--- config.mk ---
export PLATFORM = sky130hd
export DESIGN_NAME = ahbl_irq_ctrl
export DESIGN_NICKNAME = d
export VERILOG_FILES = /design/src/rtl/ahbl_irq_ctrl.sv
export SDC_FILE = /design/constraint.sdc
export NUM_CORES = 1
export LEC_CHECK = 0
export BUFFER_PORTS_ARGS = -buffer_cell sky130_fd_sc_hd__buf_2
export CORE_UTILIZATION = 42
export DETAILED_ROUTE_END_ITERATION = 6
export PLACE_DENSITY = 0.8
export SYNTH_ARGS = -nofsm -noshare
export SYNTH_HDL_FRONTEND = slang
export SYNTH_SLANG_ARGS = --single-unit
--- constraint.sdc ---
create_clock -name HCLK -period 1.8 [get_ports HCLK]
set_input_delay 0.36 -clock HCLK [delete_from_list [all_inputs] [get_ports HCLK]]
set_output_delay 0.36 -clock HCLK [all_outputs]
set_load 0.02 [all_outputs]
--- src/rtl/ahbl_irq_ctrl.sv ---
`default_nettype none
// ============================================================================
//  Module      : ahbl_irq_ctrl
//  Description : AHB-Lite interrupt controller (sync, pend/enable, claim ID).
//                Define IRQCTL_EDGE_EN to add per-source edge triggering.
//  Revision    : 1.0 - initial release
// ============================================================================
module ahbl_irq_ctrl #(
    parameter int N_SRC = 8
) (
    input  logic             HCLK,
    input  logic             HRESETn,
    input  logic [31:0]      HADDR,
    input  logic [1:0]       HTRANS,
    input  logic [2:0]       HSIZE,
    input  logic             HWRITE,
    input  logic             HREADY,
    input  logic             HSEL,
    input  logic [31:0]      HWDATA,
    output logic             HREADYOUT,
    output logic [31:0]      HRDATA,
    input  logic [N_SRC-1:0] IRQ_IN,
    output logic             IRQ
);

    localparam logic [2:0] C_A_PEND   = 3'd0;
    localparam logic [2:0] C_A_ENABLE = 3'd1;
    localparam logic [2:0] C_A_TRIG   = 3'd2;
    localparam logic [2:0] C_A_CLAIM  = 3'd3;
    localparam logic [2:0] C_A_RAW    = 3'd4;
    localparam logic [2:0] C_A_GCTRL  = 3'd5;

    logic [N_SRC-1:0] r_sync1;
    logic [N_SRC-1:0] r_sync2;
    logic [N_SRC-1:0] r_pend;
    logic [N_SRC-1:0] r_enable;
    logic             r_gie;
    logic             r_irq;
    logic             r_dp_valid;
    logic             r_dp_write;
    logic [2:0]       r_dp_addr;

    logic             w_accept;
    logic             w_wr;
    logic [N_SRC-1:0] w_act;
    logic [N_SRC-1:0] w_pend_nxt;
    logic [N_SRC-1:0] w_trig_rd;
    logic [4:0]       w_claim_id;

    wire w_unused = ^{HSIZE, HADDR[31:5], HADDR[1:0], HTRANS[0], HWDATA};

    assign HREADYOUT = 1'b1;
    assign w_accept  = HSEL & HREADY & HTRANS[1];
    assign w_wr      = r_dp_valid & r_dp_write;
    assign w_act     = r_pend & r_enable;
    assign IRQ       = r_irq;

    always_comb begin
        w_claim_id = 5'd0;
        for (int i = N_SRC - 1; i >= 0; i--) begin
            if (w_act[i]) w_claim_id = 5'(i + 1);
        end
    end

`ifdef IRQCTL_EDGE_EN
    logic [N_SRC-1:0] r_trig;
    logic [N_SRC-1:0] r_raw_d;
    logic [N_SRC-1:0] w_rise;
    logic [N_SRC-1:0] w_clr;

    // Clears come from PEND W1C or a CLAIM completion write; a same-cycle rise wins.
    always_comb begin
        w_clr = '0;
        if (w_wr && r_dp_addr == C_A_PEND) begin
            w_clr = HWDATA[N_SRC-1:0];
        end
        if (w_wr && r_dp_addr == C_A_CLAIM) begin
            for (int i = 0; i < N_SRC; i++) begin
                if (HWDATA == 32'(i + 1)) w_clr[i] = 1'b1;
            end
        end
    end

    assign w_rise     = r_sync2 & ~r_raw_d;
    assign w_pend_nxt = (r_trig & ((r_pend & ~w_clr) | w_rise)) | (~r_trig & r_sync2);
    assign w_trig_rd  = r_trig;

    always_ff @(posedge HCLK or negedge HRESETn) begin
        if (!HRESETn) begin
            r_trig  <= '0;
            r_raw_d <= '0;
        end else begin
            r_raw_d <= r_sync2;
            if (w_wr && r_dp_addr == C_A_TRIG) r_trig <= HWDATA[N_SRC-1:0];
        end
    end
`else
    assign w_pend_nxt = r_sync2;
    assign w_trig_rd  = '0;
`endif

    always_ff @(posedge HCLK or negedge HRESETn) begin
        if (!HRESETn) begin
            r_sync1    <= '0;
            r_sync2    <= '0;
            r_pend     <= '0;
            r_enable   <= '0;
            r_gie      <= 1'b0;
            r_irq      <= 1'b0;
            r_dp_valid <= 1'b0;
            r_dp_write <= 1'b0;
            r_dp_addr  <= 3'd0;
        end else begin
            r_sync1 <= IRQ_IN;
            r_sync2 <= r_sync1;
            r_pend  <= w_pend_nxt;
            r_irq   <= r_gie & (|w_act);
            if (HREADY) begin
                r_dp_valid <= w_accept;
                r_dp_write <= HWRITE;
                r_dp_addr  <= HADDR[4:2];
            end
            if (w_wr && r_dp_addr == C_A_ENABLE) r_enable <= HWDATA[N_SRC-1:0];
            if (w_wr && r_dp_addr == C_A_GCTRL)  r_gie    <= HWDATA[0];
        end
    end

    always_comb begin
        HRDATA = 32'd0;
        if (r_dp_valid && !r_dp_write) begin
            case (r_dp_addr)
                C_A_PEND:   HRDATA = 32'(r_pend);
                C_A_ENABLE: HRDATA = 32'(r_enable);
                C_A_TRIG:   HRDATA = 32'(w_trig_rd);
                C_A_CLAIM:  HRDATA = 32'(w_claim_id);
                C_A_RAW:    HRDATA = 32'(r_sync2);
                C_A_GCTRL:  HRDATA = {31'd0, r_gie};
                default:    HRDATA = 32'd0;
            endcase
        end
    end

endmodule
`default_nettype wire

# Word-level counts from Yosys, hierarchy flattened
# Cells that the tools add are included.
# word_totals
ff_bits,39
latch_bits,0
ramBits,0
romBits,0
inputBits,82
wordCells,34
memories,0
# op_classes
n_addsub,0
n_mul,0
div_mod_pow,0
order_cmp,0
n_eq_ne,4
shift,0
muxes,10
bitwise,5
n_reduce_logical,6
# ops
operator,count
case mux 8 bit (5 select lines),1
2-to-1 mux 5 bit,6
AND 8 bit,1
2-to-1 mux 4 bit,2
2-to-1 mux 8 bit,1
OR reduction 8 bit,1
"== test 3 bit, second input constant",2
AND 1 bit,4
"== test 3 x 1 -> 1 bit, second input constant",1
"== test 3 x 2 -> 1 bit, second input constant",1
logical AND 1 bit,3
zero test 3 bit,1
zero test 1 bit,1

# Longest topological paths before layout
# depth
ltp_word,11
depth_mapped,6
mapped_depth_nobuf,4

# Worst setup path before layout
# OpenSTA, ideal clock, no wires.
# synth_path
path_kind,register -> output
start,register r_pend[4]
end,output port HRDATA[1]
t_arrival_ns,1.265
slack_ns,0.175
path_stages_with_launch,5
n_path_buf,0
path_cell_list,dfrtp_1 -> a22oi_2 -> a21bo_1 -> a221oi_2 -> o21a_1
# synth_via
elab_chain_len,8
# synth_rtl
element,line_no,text
"start, declared",35,logic [N_SRC-1:0] r_pend;
"start signal, assigned",116,r_pend <= w_pend_nxt;
AND 8 bit,55,assign w_act = r_pend & r_enable;
2-to-1 mux 5 bit (5 in series),61,if (w_act[i]) w_claim_id = 5'(i + 1);
case mux 8 bit (5 select lines),131,case (r_dp_addr)
2-to-1 mux 8 bit,130,if (r_dp_valid && !r_dp_write) begin
"end, declared",21,"output logic [31:0] HRDATA,"
# No other way between the ends.

# Worst setup path after layout
# layout_path
start,register r_dp_addr[0]
end,output port HRDATA[1]
# layout_via
elab_chain_len,3
# layout_rtl
element,line_no,text
"start, declared",41,logic [2:0] r_dp_addr;
"start signal, assigned",121,r_dp_addr <= HADDR[4:2];
"== test 3 bit, or another cell as far along",131,
case mux 8 bit (5 select lines) (*),131,
2-to-1 mux 8 bit (*),130,
# Mark *: on every way between the ends. The rest lies on a longest branch, timed or not.

==> reports/qor.txt <==
status -> finished with violations
failing checks -> negative setup slack
clock slew seen by the registers of the worst setup and hold paths -> 70 ps
MaxCap Viol Count -> 0
Clock Skew -> 6.87 ps
Die ar. -> 4530 µm²
setup ws final -> -307 ps
final wirelength -> 3670 µm
vias -> 1,274
antenna-violating nets left -> 0
Combinational Power Share -> 26.0%
maximum clock path buffer count -> 2
Max stage delay on crit path -> 450 ps
Yosys cell types -> 39
sequential cell area -> 980 µm²
initial antenna violation count -> 0
Crit. End Element -> primary output
Die W -> 67.3 µm
number of global-route vias before repair -> 1,154
Avg Cell Area, Syn -> 12.0 µm²
clock network fraction of total power -> 27.6%
most frequent cells in the layout -> dfrtp_1, conb_1, buf_2, buf_4, mux2_2
CTS tree -> built
Max rail drop VDD -> 0.629 mV
max-slew violation count -> 0
CTS sink cnt -> 39
total power per unit cell area -> 1010 nW/µm²
final setup vio count -> 8
top post-synthesis cells by area -> dfrtp_1, buf_4, mux2_2
Clock Root Buffer -> clkbuf_8
WS Path Type -> register to primary output
CP delay by family, top -> flip-flops
Antenna diodes -> 0
Yosys top cell by area -> dfrtp_1
Syn Std Cell Area -> 1790 µm²
FILL cells -> 346
CTS Buf Count -> 5
Sw Share -> 29.8%
synthesized netlist cell count -> 149
Pleak -> 0.00110 µW
first-pass GRT wire length -> 5280 µm
Hold Crit Class -> input port to asynchronous set/reset pin
most common cell after layout, fill and taps aside -> dfrtp_1
Worst setup SP type -> register
Yosys top cell area share -> 54.5%
flop2flop setup slack -> 340 ps
part of the power in registers -> 46.4%
sequential fraction of the synthesis area -> 54.5%
port bufs -> 33
crit-path cells -> buf_12, mux2i_1, a2bb2oi_1, nor2_1, o21a_1, buf_6
P&R area growth vs syn -> 30.2%
fin crit share -> 117%
fmax -> 0.475 GHz
capturing point of the worst reg2reg path -> r_enable[5]
minimum clock period -> 2110 ps
critical path depth in cells -> 6
area of the core -> 4060 µm²
Psw -> 699 µW
area of the multi-input gates -> 773 µm²
drt first-iter violations -> 54
total grt overflow -> 0
hold buffer count at cts -> 0
Critical Path Fanout Max -> 5
Fin Setup TNS -> -1510 ps
Die Y -> 67.3 µm
Final Power -> 2350 µW
Final Hold Viols -> 0
H-tree depth -> 2
FF-to-FF Start -> r_dp_addr[1]
fraction of layout cells with a size suffix above 1 -> 49.5%
Final #Nets -> 287
vias per cell -> 4.98
Rows -> 23
Pint -> 1650 µW
worst-skew pair later-pin latency -> 300 ps
CP bufs+invs -> 2
Required @ worst endpoint -> 1440 ps
worst setup path start -> r_dp_addr[0]
Syn. warnings -> 0
First-pass DRT Iterations -> 4
I/O pins -> 116
Worst Path Arrival -> 1750 ps
Fin Hold WS -> 95.7 ps
largest net degree at the start of global routing -> 40
DRC -> 0
gr usage total -> 16.7%
Initial Util -> 44.1%
Worst Reg-to-Reg Cells -> 4
crit path max-delay cell type -> dfrtp_2
WL/cell -> 14.3 µm
Final Wtd Congestion -> 0.897
Yosys reg bits -> 39
Detailed Place HPWL -> 2350 µm
RSZ-0062 raised after global routing -> true
==> power by group through the flow <==
stage          Clock (µW)  Combinational [µW]  Sequential, µW
2_1_floorplan           0                 358            1080
3_3_place_gp            0                 467            1090
3_5_place_dp            0                 483            1090
4_1_cts               666                 540            1080
5_1_grt               705                 655            1100
6_report              647                 611            1090
==> sequential cells by signal, summed over array words and instances (netlist names) <==
signal / flops
r_sync2: 8
IRQ: 1
r_gie: 1
r_dp_write: 1
r_pend: 8
r_enable: 8
r_sync1: 8
r_dp_addr: 3
r_dp_valid: 1
==> worst reg2reg max path, stage by stage, from the launching register on <==
cell	delay [ps]
dfrtp_2	490
nand3b_1	230
nor2_2	90
buf_4	180
mux2_2	350
==> worst max-delay path by stage <==
stage | endpoint
floorplan | HRDATA[1]
global placement | HRDATA[2]
detailed placement | HRDATA[2]
CTS | HRDATA[1]
global route | HRDATA[1]
finish | HRDATA[1]
==> cell type report <==
class	count	area share [%]
well taps	50	2.68
inverters	1	0.161
flip-flops and latches	39	42.0
clock buffers	7	4.13
repair buffers	55	17.5
multi-input cells	103	33.2
clock inverters	1	0.322
==> kinds of logic (layout without fill, tap and decap cells) <==
kind of cell / count (synthesis) / after routing / synth area share (%)
simple gates: 35 / 35 / 10.3
mux: 20 / 20 / 12.1
compound gates: 23 / 23 / 10.1
other cells: 2 / 25 / 0.419
flops: 39 / 39 / 54.5
buf+inv: 30 / 64 / 12.5
==> per-stage QoR <==
step                      utilization [%]  cell area [µm²]  std cells  setup WS (ps)
final                                57.4             2330        256           -307
after global routing                 57.4             2330        256           -430
after CTS                            54.9             2230        254           -266
after detailed placement             49.2             2000        241          -44.4
after global placement               49.2             2000        241          -20.6
after floorplan                         -             1880        172            175
==> what timing repair did <==
action                     in CTS  in global routing
setup endpoints to repair       8                  8
resized for setup              21                 23
pin swaps                       8                  7
setup buffers                   5                  2
==> routing by layer <==
layer | share of wire, % | vias to the layer above | wire, µm | GRT usage (%)
li1 | - | 576 | - | -
met1 | 42 | 632 | 1550 | 21.0
met2 | 49 | 53 | 1790 | 25.1
met3 | 5.1 | 13 | 189 | 4.39
met4 | 3.6 | 0 | 132 | 11.4
met5 | 0 | - | 0 | 0
==> cells in the mapped netlist <==
library cell / n
a221oi_2: 1
buf_4: 25
inv_1: 1
o21a_1: 3
a221oi_1: 1
or3_1: 1
mux2_2: 13
conb_1: 2
nand3b_1: 1
a2bb2oi_1: 3
a32oi_1: 1
a211oi_1: 1
and2b_1: 1
o21ai_0: 2
a21boi_0: 1
nand2b_4: 1
nor4_1: 1
mux2i_1: 7
o22a_1: 1
a22oi_1: 1
nand3_1: 2
nor2b_2: 1
a31oi_1: 2
nor2_2: 1
and2_1: 1
nor3b_1: 1
dfrtp_1: 39
nor4bb_1: 1
and3_2: 1
buf_6: 2
nand2_1: 9
o32ai_1: 1
nand2b_1: 1
nor2_1: 11
a21bo_1: 1
a21oi_1: 3
buf_2: 2
nand4_1: 1
a22oi_2: 1
No activity file was read; power rests on OpenSTA's default activity.
